**src/rtl/header_capture_fifo_pkg.sv**
```systemverilog
// Shared constants for the header capture path: default widths and the
// statistic register offsets used when the counters are mapped onto the register ring.
package header_capture_fifo_pkg;

   localparam int OF_HEADER_REG_WIDTH = 64;
   localparam int STAT_CNT_WIDTH      = 32;

   typedef enum logic [1:0] {
      STAT_CAPTURED = 2'd0,
      STAT_DROPPED  = 2'd1,
      STAT_FILL     = 2'd2
   } stat_reg_e;

endpackage

```
**src/rtl/hdr_sync_fifo.sv**
```systemverilog
// Synchronous first-word-fall-through FIFO. The head entry is held in a register that is
// loaded from the storage array, so a write into an empty FIFO is visible one cycle later.
module hdr_sync_fifo #(
   parameter int WIDTH = 64,
   parameter int DEPTH = 8
) (
   input  logic                       clk,
   input  logic                       reset,
   input  logic                       wr_en_i,
   input  logic [WIDTH-1:0]           wr_data_i,
   input  logic                       rd_en_i,
   output logic [WIDTH-1:0]           rd_data_o,
   output logic                       full_o,
   output logic                       empty_o,
   output logic [$clog2(DEPTH):0]     count_o
);

   localparam int AW = $clog2(DEPTH);
   localparam logic [AW:0] FULL_CNT = (AW+1)'(DEPTH);

   logic [WIDTH-1:0] mem_q [DEPTH];
   logic [AW-1:0]    wr_ptr_q, wr_ptr_d;
   logic [AW-1:0]    rd_ptr_q, rd_ptr_d;
   logic [AW:0]      count_q, count_d;
   logic [WIDTH-1:0] head_q, head_d;
   logic             do_rd, do_wr;

   always_comb begin
      do_rd    = rd_en_i & (count_q != '0);
      do_wr    = wr_en_i & ((count_q != FULL_CNT) | do_rd);
      wr_ptr_d = wr_ptr_q;
      rd_ptr_d = rd_ptr_q;
      count_d  = count_q;
      if (do_wr) wr_ptr_d = wr_ptr_q + 1'b1;
      if (do_rd) rd_ptr_d = rd_ptr_q + 1'b1;
      case ({do_wr, do_rd})
         2'b10:   count_d = count_q + 1'b1;
         2'b01:   count_d = count_q - 1'b1;
         default: count_d = count_q;
      endcase
      // The slot becoming the head may be the one being written this cycle.
      if (do_wr && (wr_ptr_q == rd_ptr_d)) head_d = wr_data_i;
      else                                  head_d = mem_q[rd_ptr_d];
   end

   always_ff @(posedge clk) begin
      if (reset) begin
         wr_ptr_q <= '0;
         rd_ptr_q <= '0;
         count_q  <= '0;
         head_q   <= '0;
      end else begin
         wr_ptr_q <= wr_ptr_d;
         rd_ptr_q <= rd_ptr_d;
         count_q  <= count_d;
         head_q   <= head_d;
      end
   end

   always_ff @(posedge clk) begin
      if (do_wr) mem_q[wr_ptr_q] <= wr_data_i;
   end

   assign rd_data_o = head_q;
   assign full_o    = (count_q == FULL_CNT);
   assign empty_o   = (count_q == '0);
   assign count_o   = count_q;

endmodule

```
**src/rtl/header_capture_fifo.sv**
```systemverilog
// Captures one header per rising edge of headers_valid into a FWFT FIFO and keeps
// capture/drop statistics so lookup back-pressure never stalls the parser.
module header_capture_fifo
   import header_capture_fifo_pkg::*;
#(
   parameter int HDR_WIDTH = OF_HEADER_REG_WIDTH,
   parameter int DEPTH     = 8,
   parameter int CNT_WIDTH = STAT_CNT_WIDTH
) (
   input  logic                     clk,
   input  logic                     reset,
   input  logic [HDR_WIDTH-1:0]     header_bus,
   input  logic                     headers_valid,
   output logic [HDR_WIDTH-1:0]     out_header,
   output logic                     out_valid,
   input  logic                     out_rdy,
   output logic [$clog2(DEPTH):0]   fill_level,
   output logic [CNT_WIDTH-1:0]     num_captured,
   output logic [CNT_WIDTH-1:0]     num_dropped,
   output logic                     overflow
);

   logic                 hv_q;
   logic                 cap, pop, accept, drop;
   logic                 full, empty;
   logic [CNT_WIDTH-1:0] captured_q, captured_d;
   logic [CNT_WIDTH-1:0] dropped_q, dropped_d;
   logic                 overflow_q;

   always_comb begin
      cap        = headers_valid & ~hv_q;
      pop        = ~empty & out_rdy;
      accept     = cap & (~full | pop);
      drop       = cap & full & ~pop;
      captured_d = captured_q;
      dropped_d  = dropped_q;
      if (accept) captured_d = captured_q + 1'b1;
      if (drop)   dropped_d  = dropped_q + 1'b1;
   end

   // hv_q resets high so a header already valid at reset release is never captured.
   always_ff @(posedge clk) begin
      if (reset) begin
         hv_q       <= 1'b1;
         captured_q <= '0;
         dropped_q  <= '0;
         overflow_q <= 1'b0;
      end else begin
         hv_q       <= headers_valid;
         captured_q <= captured_d;
         dropped_q  <= dropped_d;
         overflow_q <= drop;
      end
   end

   hdr_sync_fifo #(
      .WIDTH (HDR_WIDTH),
      .DEPTH (DEPTH)
   ) u_fifo (
      .clk       (clk),
      .reset     (reset),
      .wr_en_i   (accept),
      .wr_data_i (header_bus),
      .rd_en_i   (out_rdy),
      .rd_data_o (out_header),
      .full_o    (full),
      .empty_o   (empty),
      .count_o   (fill_level)
   );

   assign out_valid    = ~empty;
   assign num_captured = captured_q;
   assign num_dropped  = dropped_q;
   assign overflow     = overflow_q;

endmodule
```
**config.mk**
```make
export PLATFORM = sky130hd
export DESIGN_NAME = header_capture_fifo
export DESIGN_NICKNAME = d
export VERILOG_FILES = /design/src/rtl/header_capture_fifo_pkg.sv /design/src/rtl/hdr_sync_fifo.sv /design/src/rtl/header_capture_fifo.sv
export SDC_FILE = /design/constraint.sdc
export NUM_CORES = 1
export LEC_CHECK = 0
export CORE_ASPECT_RATIO = 2
export CORE_MARGIN = 8
export CORE_UTILIZATION = 60
export DETAILED_ROUTE_END_ITERATION = 7
export GPL_TIMING_DRIVEN = 0
export PLACE_DENSITY_LB_ADDON = 0.25
export REMOVE_ABC_BUFFERS = 1
export SYNTH_ARGS = -nofsm -noshare
export SYNTH_HDL_FRONTEND = slang
export SYNTH_SLANG_ARGS = --single-unit
```
**constraint.sdc**
```tcl
create_clock -name clk -period 16.6 [get_ports clk]
set_clock_uncertainty 0.2 [all_clocks]
set_input_delay 3.32 -clock clk [delete_from_list [all_inputs] [get_ports clk]]
set_output_delay 3.32 -clock clk [all_outputs]
set_load 0.05 [all_outputs]
```
=== After elaboration in Yosys (flattened, before gate mapping) ===
Memory sizes are Yosys's and may differ from the RTL's. A register that Yosys moved wholly into a read port is not among the register bits.
Cells that the tools add are included.

* Bits of input ports: 68
* Memory bits (writable): 512
* Memories kept: 1
* Output and inout bits: 134
* Bits in registers: 76

* Reductions and logical operators: 3
* Add/subtract/negate cells: 6
* Bitwise gates (word level): 13
* Multiplexer cells: 4
* Equality and inequality tests: 4

{| class="wikitable"
|+ Memory list
! memory !! words !! width !! read ports !! clocked after memory_dff !! wr ports !! line !! RTL
|-
| u_fifo.mem_q || 8 || 64 || 1 || 1 || 1 || hdr_sync_fifo.sv:21 || <nowiki>logic [WIDTH-1:0] mem_q [DEPTH];</nowiki>
|}

{| class="wikitable"
|+ Operators by type and width
! kind !! number
|-
| $add 32x1->32 const B || 2
|-
| $pmux 4 s2 || 1
|-
| $and 1x1->1 || 7
|-
| $add 3x1->3 const B || 2
|-
| $add 4x1->4 const B || 1
|-
| $eq 4x4->1 const B || 1
|-
| $logic_not 4->1 || 1
|-
| $ne 4x4->1 const B || 1
|-
| $not 1->1 || 4
|-
| $reduce_bool 4->1 || 1
|-
| $sub 4x1->4 const B || 1
|-
| $mux 3 || 1
|-
| $eq 2x1->1 const B || 1
|-
| $eq 2x2->1 const B || 1
|-
| $mux 1 || 2
|-
| $or 1x1->1 || 2
|-
| $reduce_bool 2->1 || 1
|}

=== Longest topological paths before layout ===
* Word-level depth: 8
* Gate-level depth with buffers: 11
* Mapped depth without buffers: 10

=== Hierarchy ===
From an unflattened synthesis, not the netlist that was laid out.

* Cells, all modules: 2,614
* Area total of the unflattened synthesis: 31,624.1 um^2

{| class="wikitable"
|+ By module, submodules not included
! module !! area each (um^2) !! seq. area each (um^2) !! times used !! cells an instance
|-
| hdr_sync_fifo || 28,219.6 || 16,856.2 || 1 || 2,210
|-
| header_capture_fifo || 3,404.5 || 1,321.3 || 1 || 404
|}

=== Worst setup path after synthesis ===
No wires, ideal clock.

* Kind: input port to flip-flop
* From: in out_rdy
* To: mem u_fifo.mem_q[2][0] (enable)
* Library setup time: 0.667 ns
* Stages on the path: 5
* Buffers on the path: 1
* Arrival time: 10.673 ns
* Slack: 5.059 ns
* Cells stage by stage: nor2b_1 > clkbuf_1 > a21oi_2 > inv_2 > nor4b_1

* Cells in the longest elaborated chain, start to end: 6

{| class="wikitable"
|+ Ends and longest elaborated chain
! item !! line !! RTL
|-
| from (decl) || header_capture_fifo.sv:16 || <nowiki>input logic out_rdy,</nowiki>
|-
| $and 1x1->1 || header_capture_fifo.sv:32 || <nowiki>pop = ~empty & out_rdy;</nowiki>
|-
| $or 1x1->1 || header_capture_fifo.sv:33 || <nowiki>accept = cap & (~full | pop);</nowiki>
|-
| $and 1x1->1 || header_capture_fifo.sv:33 ||
|-
| $and 1x1->1 (*) || hdr_sync_fifo.sv:30 || <nowiki>do_wr = wr_en_i & ((count_q != FULL_CNT) | do_rd);</nowiki>
|-
| $mux 1 (*) || hdr_sync_fifo.sv:61 || <nowiki>if (do_wr) mem_q[wr_ptr_q] <= wr_data_i;</nowiki>
|-
| $mux 1 (implied by the code) (*) || hdr_sync_fifo.sv:61 ||
|-
| to (decl) || hdr_sync_fifo.sv:21 ||
|}

Every way passes the cells marked *; elsewhere a longest branch is shown, timed or not.

=== Worst setup path in the final report ===
* From: in out_rdy
* To: mem u_fifo.mem_q[2][15] (enable)

Same word-level chain as after synthesis.

==> impl_metrics.py <==
metrics = {
    "run_status": {
        "status": "completed",
    },
    "floorplan": {
        "fp.dieW_um": 160,
        "rows": 105,
        "fp.dieH_um": 304,
        "start_util": 0.607,
        "io_pins": 202,
        "dieArea_mm2": 0.0486,
        "core_area_mm2": 0.0410,
    },
    "sta": {
        "max_freq_mhz": 159,
        "slew_viol_final": 0,
        "final.min_clock_period_ns": 6.29,
        "tightestPinTransition_ns": 1.09,
        "timing.final.crit_share": 0.379,
        "maxSlewHeadroom": 0.273,
        "setup_viol": 0,
        "hold_violations": 0,
        "rsz0062_at_grt": "false",
    },
    "drt": {
        "ant_nets": 0,
        "drc": 0,
        "dr.pass1.iters": 5,
        "via_per_inst": 6.22,
        "post_drt_wl_per_cell_um": 23.4,
        "routed_wl_um": 59300,
        "vias": 15700,
        "drtIter0Drc": 1230,
    },
    "logic_synthesis": {
        "synth_edf_count": 512,
        "synth_top_family_by_area": "compound AO/OA/AOI/OAI gates",
        "seq_area_frac_synth": 0.731,
        "ys_warn_count": 0,
        "synth_top_area_cell": "edfxtp_1",
        "yosysUniqueCellTypes": 49,
        "ys_ff_latch": 652,
        "synth_flop_cell": "edfxtp_1",
        "syn-mean-instance-area_um2": 14.7,
        "async_reset_ff_frac": 0,
        "netlist.area_leader.share": 0.618,
        "synthCells": 1694,
        "synth_fa_ha_area_frac": 0.00352,
        "synth_compound_area_frac": 0.0919,
        "synth_simple_gate_area_frac": 0.0844,
        "synth_area_leaders": "edfxtp_1, dfxtp_1, mux2i_1",
        "synth_area_mm2": 0.0249,
        "synth_xor_area_frac": 0.0151,
        "synthMuxAreaShare": 0.0528,
    },
    "clocking": {
        "clockBufferDepth": 3,
        "clkLatencyLatePin_ns": 0.57,
        "hold_buffers": 0,
        "clk_pin_slew_ns": 0.07,
        "post_cts_buffers": 0,
        "ctsHtreeMaxLevel": 2,
        "cts_inserted_buffers": 52,
        "ctsResizeCount": 0,
        "clock_sinks": 652,
        "cts_tree": "built",
        "ctsRootBufferMaster": "clkbuf_16",
    },
    "pwr": {
        "ir_drop_v": 0.0000881,
        "p_sw_uw": 1600,
        "internal-power_uw": 3260,
        "pwr-share-clk": 0.260,
        "p_per_area_mw_per_mm2": 160,
        "netSwitchingFraction": 0.329,
        "seqPwrFrac": 0.388,
        "p_leak_uw": 0.0105,
        "power_frac_comb": 0.352,
    },
    "run": {
        "cap_violations": 0,
    },
    "cells_and_area": {
        "nets": 2022,
        "fin_util": 0.738,
        "layout_common_cells": "edfxtp_1, nand2_1, clkdlybuf4s50_1",
        "final_area_mm2": 0.0303,
        "area_growth_pct": 21.7,
        "drive_gt1_frac": 0.103,
        "final_common_cell": "edfxtp_1",
        "fin_cells": 2531,
    },
    "worst_hold_path": {
        "holdCritPathClass": "flip-flop to flip-flop",
        "hold_depth": 2,
    },
    "placed_design": {
        "gp_congestion": 0.754,
        "place_inst": 2428,
        "numPortBuffers": 201,
        "hpwl_um": 38600,
        "dpl_cell_area_mm2": 0.0285,
    },
    "grt": {
        "grt_max_degree": 81,
        "grt_use_total": 0.237,
        "overflow": 0,
        "antenna_found_initial": 8,
        "grt_pass1_vias": 16400,
        "grt_pass1_wl_um": 91300,
    },
    "setup_path": {
        "start_kind": "input port",
        "regToRegEndpoint": "u_fifo.rd_data_o[5]",
        "worstPathArrival_ns": 6.37,
        "cp_max_fo": 10,
        "rr_worst_depth": 9,
        "worstSetupPathType": "input port to flip-flop",
        "r2r-start": "u_fifo.count_o[0]",
        "crit_start": "out_rdy",
        "r2r_slack_ns": 12.77,
        "cp.required_ns": 16.68,
        "cp-endpoint": "u_fifo.mem_q[2][15]",
        "end_kind": "flip-flop",
    },
}
[critical path, cell delays in order]
cell	delay, ns
clkdlybuf4s50_1	0.54
nor2b_1	0.15
a21oi_2	0.46
inv_2	0.23
nor4b_2	0.97
buf_4	0.32
buf_4	0.18
buf_4	0.19
[layer usage]
layer | vias to the layer above | wire, um | track usage
li1 | 7061 | - | -
met1 | 7885 | 22700 | 0.288
met2 | 673 | 30800 | 0.413
met3 | 115 | 4040 | 0.0414
met4 | 2 | 1850 | 0.0919
met5 | - | 13 | 0
[cells in the mapped netlist, drive strengths merged, types with 2 or more instances]
cell type  instances
a2111o             2
a21oi             39
a32o              64
a32oi            128
and2               2
and3               8
and4               6
buf               49
clkbuf            53
dfxtp            140
edfxtp           512
ha                 7
inv               17
mux2i            130
nand2            295
nand2b             3
nand3             23
nand4             12
nor2              48
nor2b              3
nor3              12
nor3b              3
nor4              10
nor4b              4
nor4bb             2
o21ai             19
o31ai             13
or3               24
or4               13
xnor2             30
xor2              12
[worst min path at each step]
stage	startpoint	to	slack [ns]
finish	num_captured[31]	num_captured[31]	0.29
global route	num_dropped[31]	num_dropped[31]	0.32
global placement	num_captured[31]	num_captured[31]	0.27
detailed placement	num_captured[31]	num_captured[31]	0.28
floorplan	u_fifo.wr_ptr_q[1]	u_fifo.wr_ptr_q[1]	0.33
CTS	num_captured[31]	num_captured[31]	0.29
[sequential cells by signal, indices dropped and copies added, names as in the netlist, 3 cells and up]
signal / cells
u_fifo.wr_ptr_q: 3
num_dropped: 32
u_fifo.mem_q: 512
num_captured: 32
u_fifo.rd_data_o: 64
u_fifo.rd_ptr_q: 3
u_fifo.count_o: 4
[layout make-up]
class	count	area, um^2
multi-input cells	923	6270
fillers	2547	10700
clock buffers	70	1440
well taps	535	669
inverters	17	63.8
flip-flops and latches	652	18200
diodes	6	15.0
clock inverters	27	305
repair buffers	301	3330
[stage by stage]
stage	total power [uW]	hold WS, ns	setup slack [ns]	setup TNS [ns]
2_1_floorplan	3290	0.335	3.79	0
3_3_place_gp	3920	0.269	-2.39	-404.25
3_5_place_dp	3620	0.279	9.69	0
4_1_cts	4880	0.289	10.30	0
5_1_grt	5030	0.324	10.12	0
6_report	4850	0.291	10.31	0
[power groups by stage]
stage	clock network [uW]	logic, uW	registers [uW]
2_1_floorplan	0	1140	2150
4_1_cts	1280	1710	1890
3_5_place_dp	0	1700	1920
6_report	1260	1710	1880
3_3_place_gp	0	1990	1920
5_1_grt	1330	1810	1890
[kinds of logic after synthesis]
kind of cell             Yosys count
adder cells (fa/ha/maj)            7
AND/OR/NAND/NOR                  470
buffers and inverters            119
XOR/XNOR                          42
AO/OA/AOI/OAI                    273
flip-flops                       652
multiplexers                     131
Power figures use the tool's default switching activity.
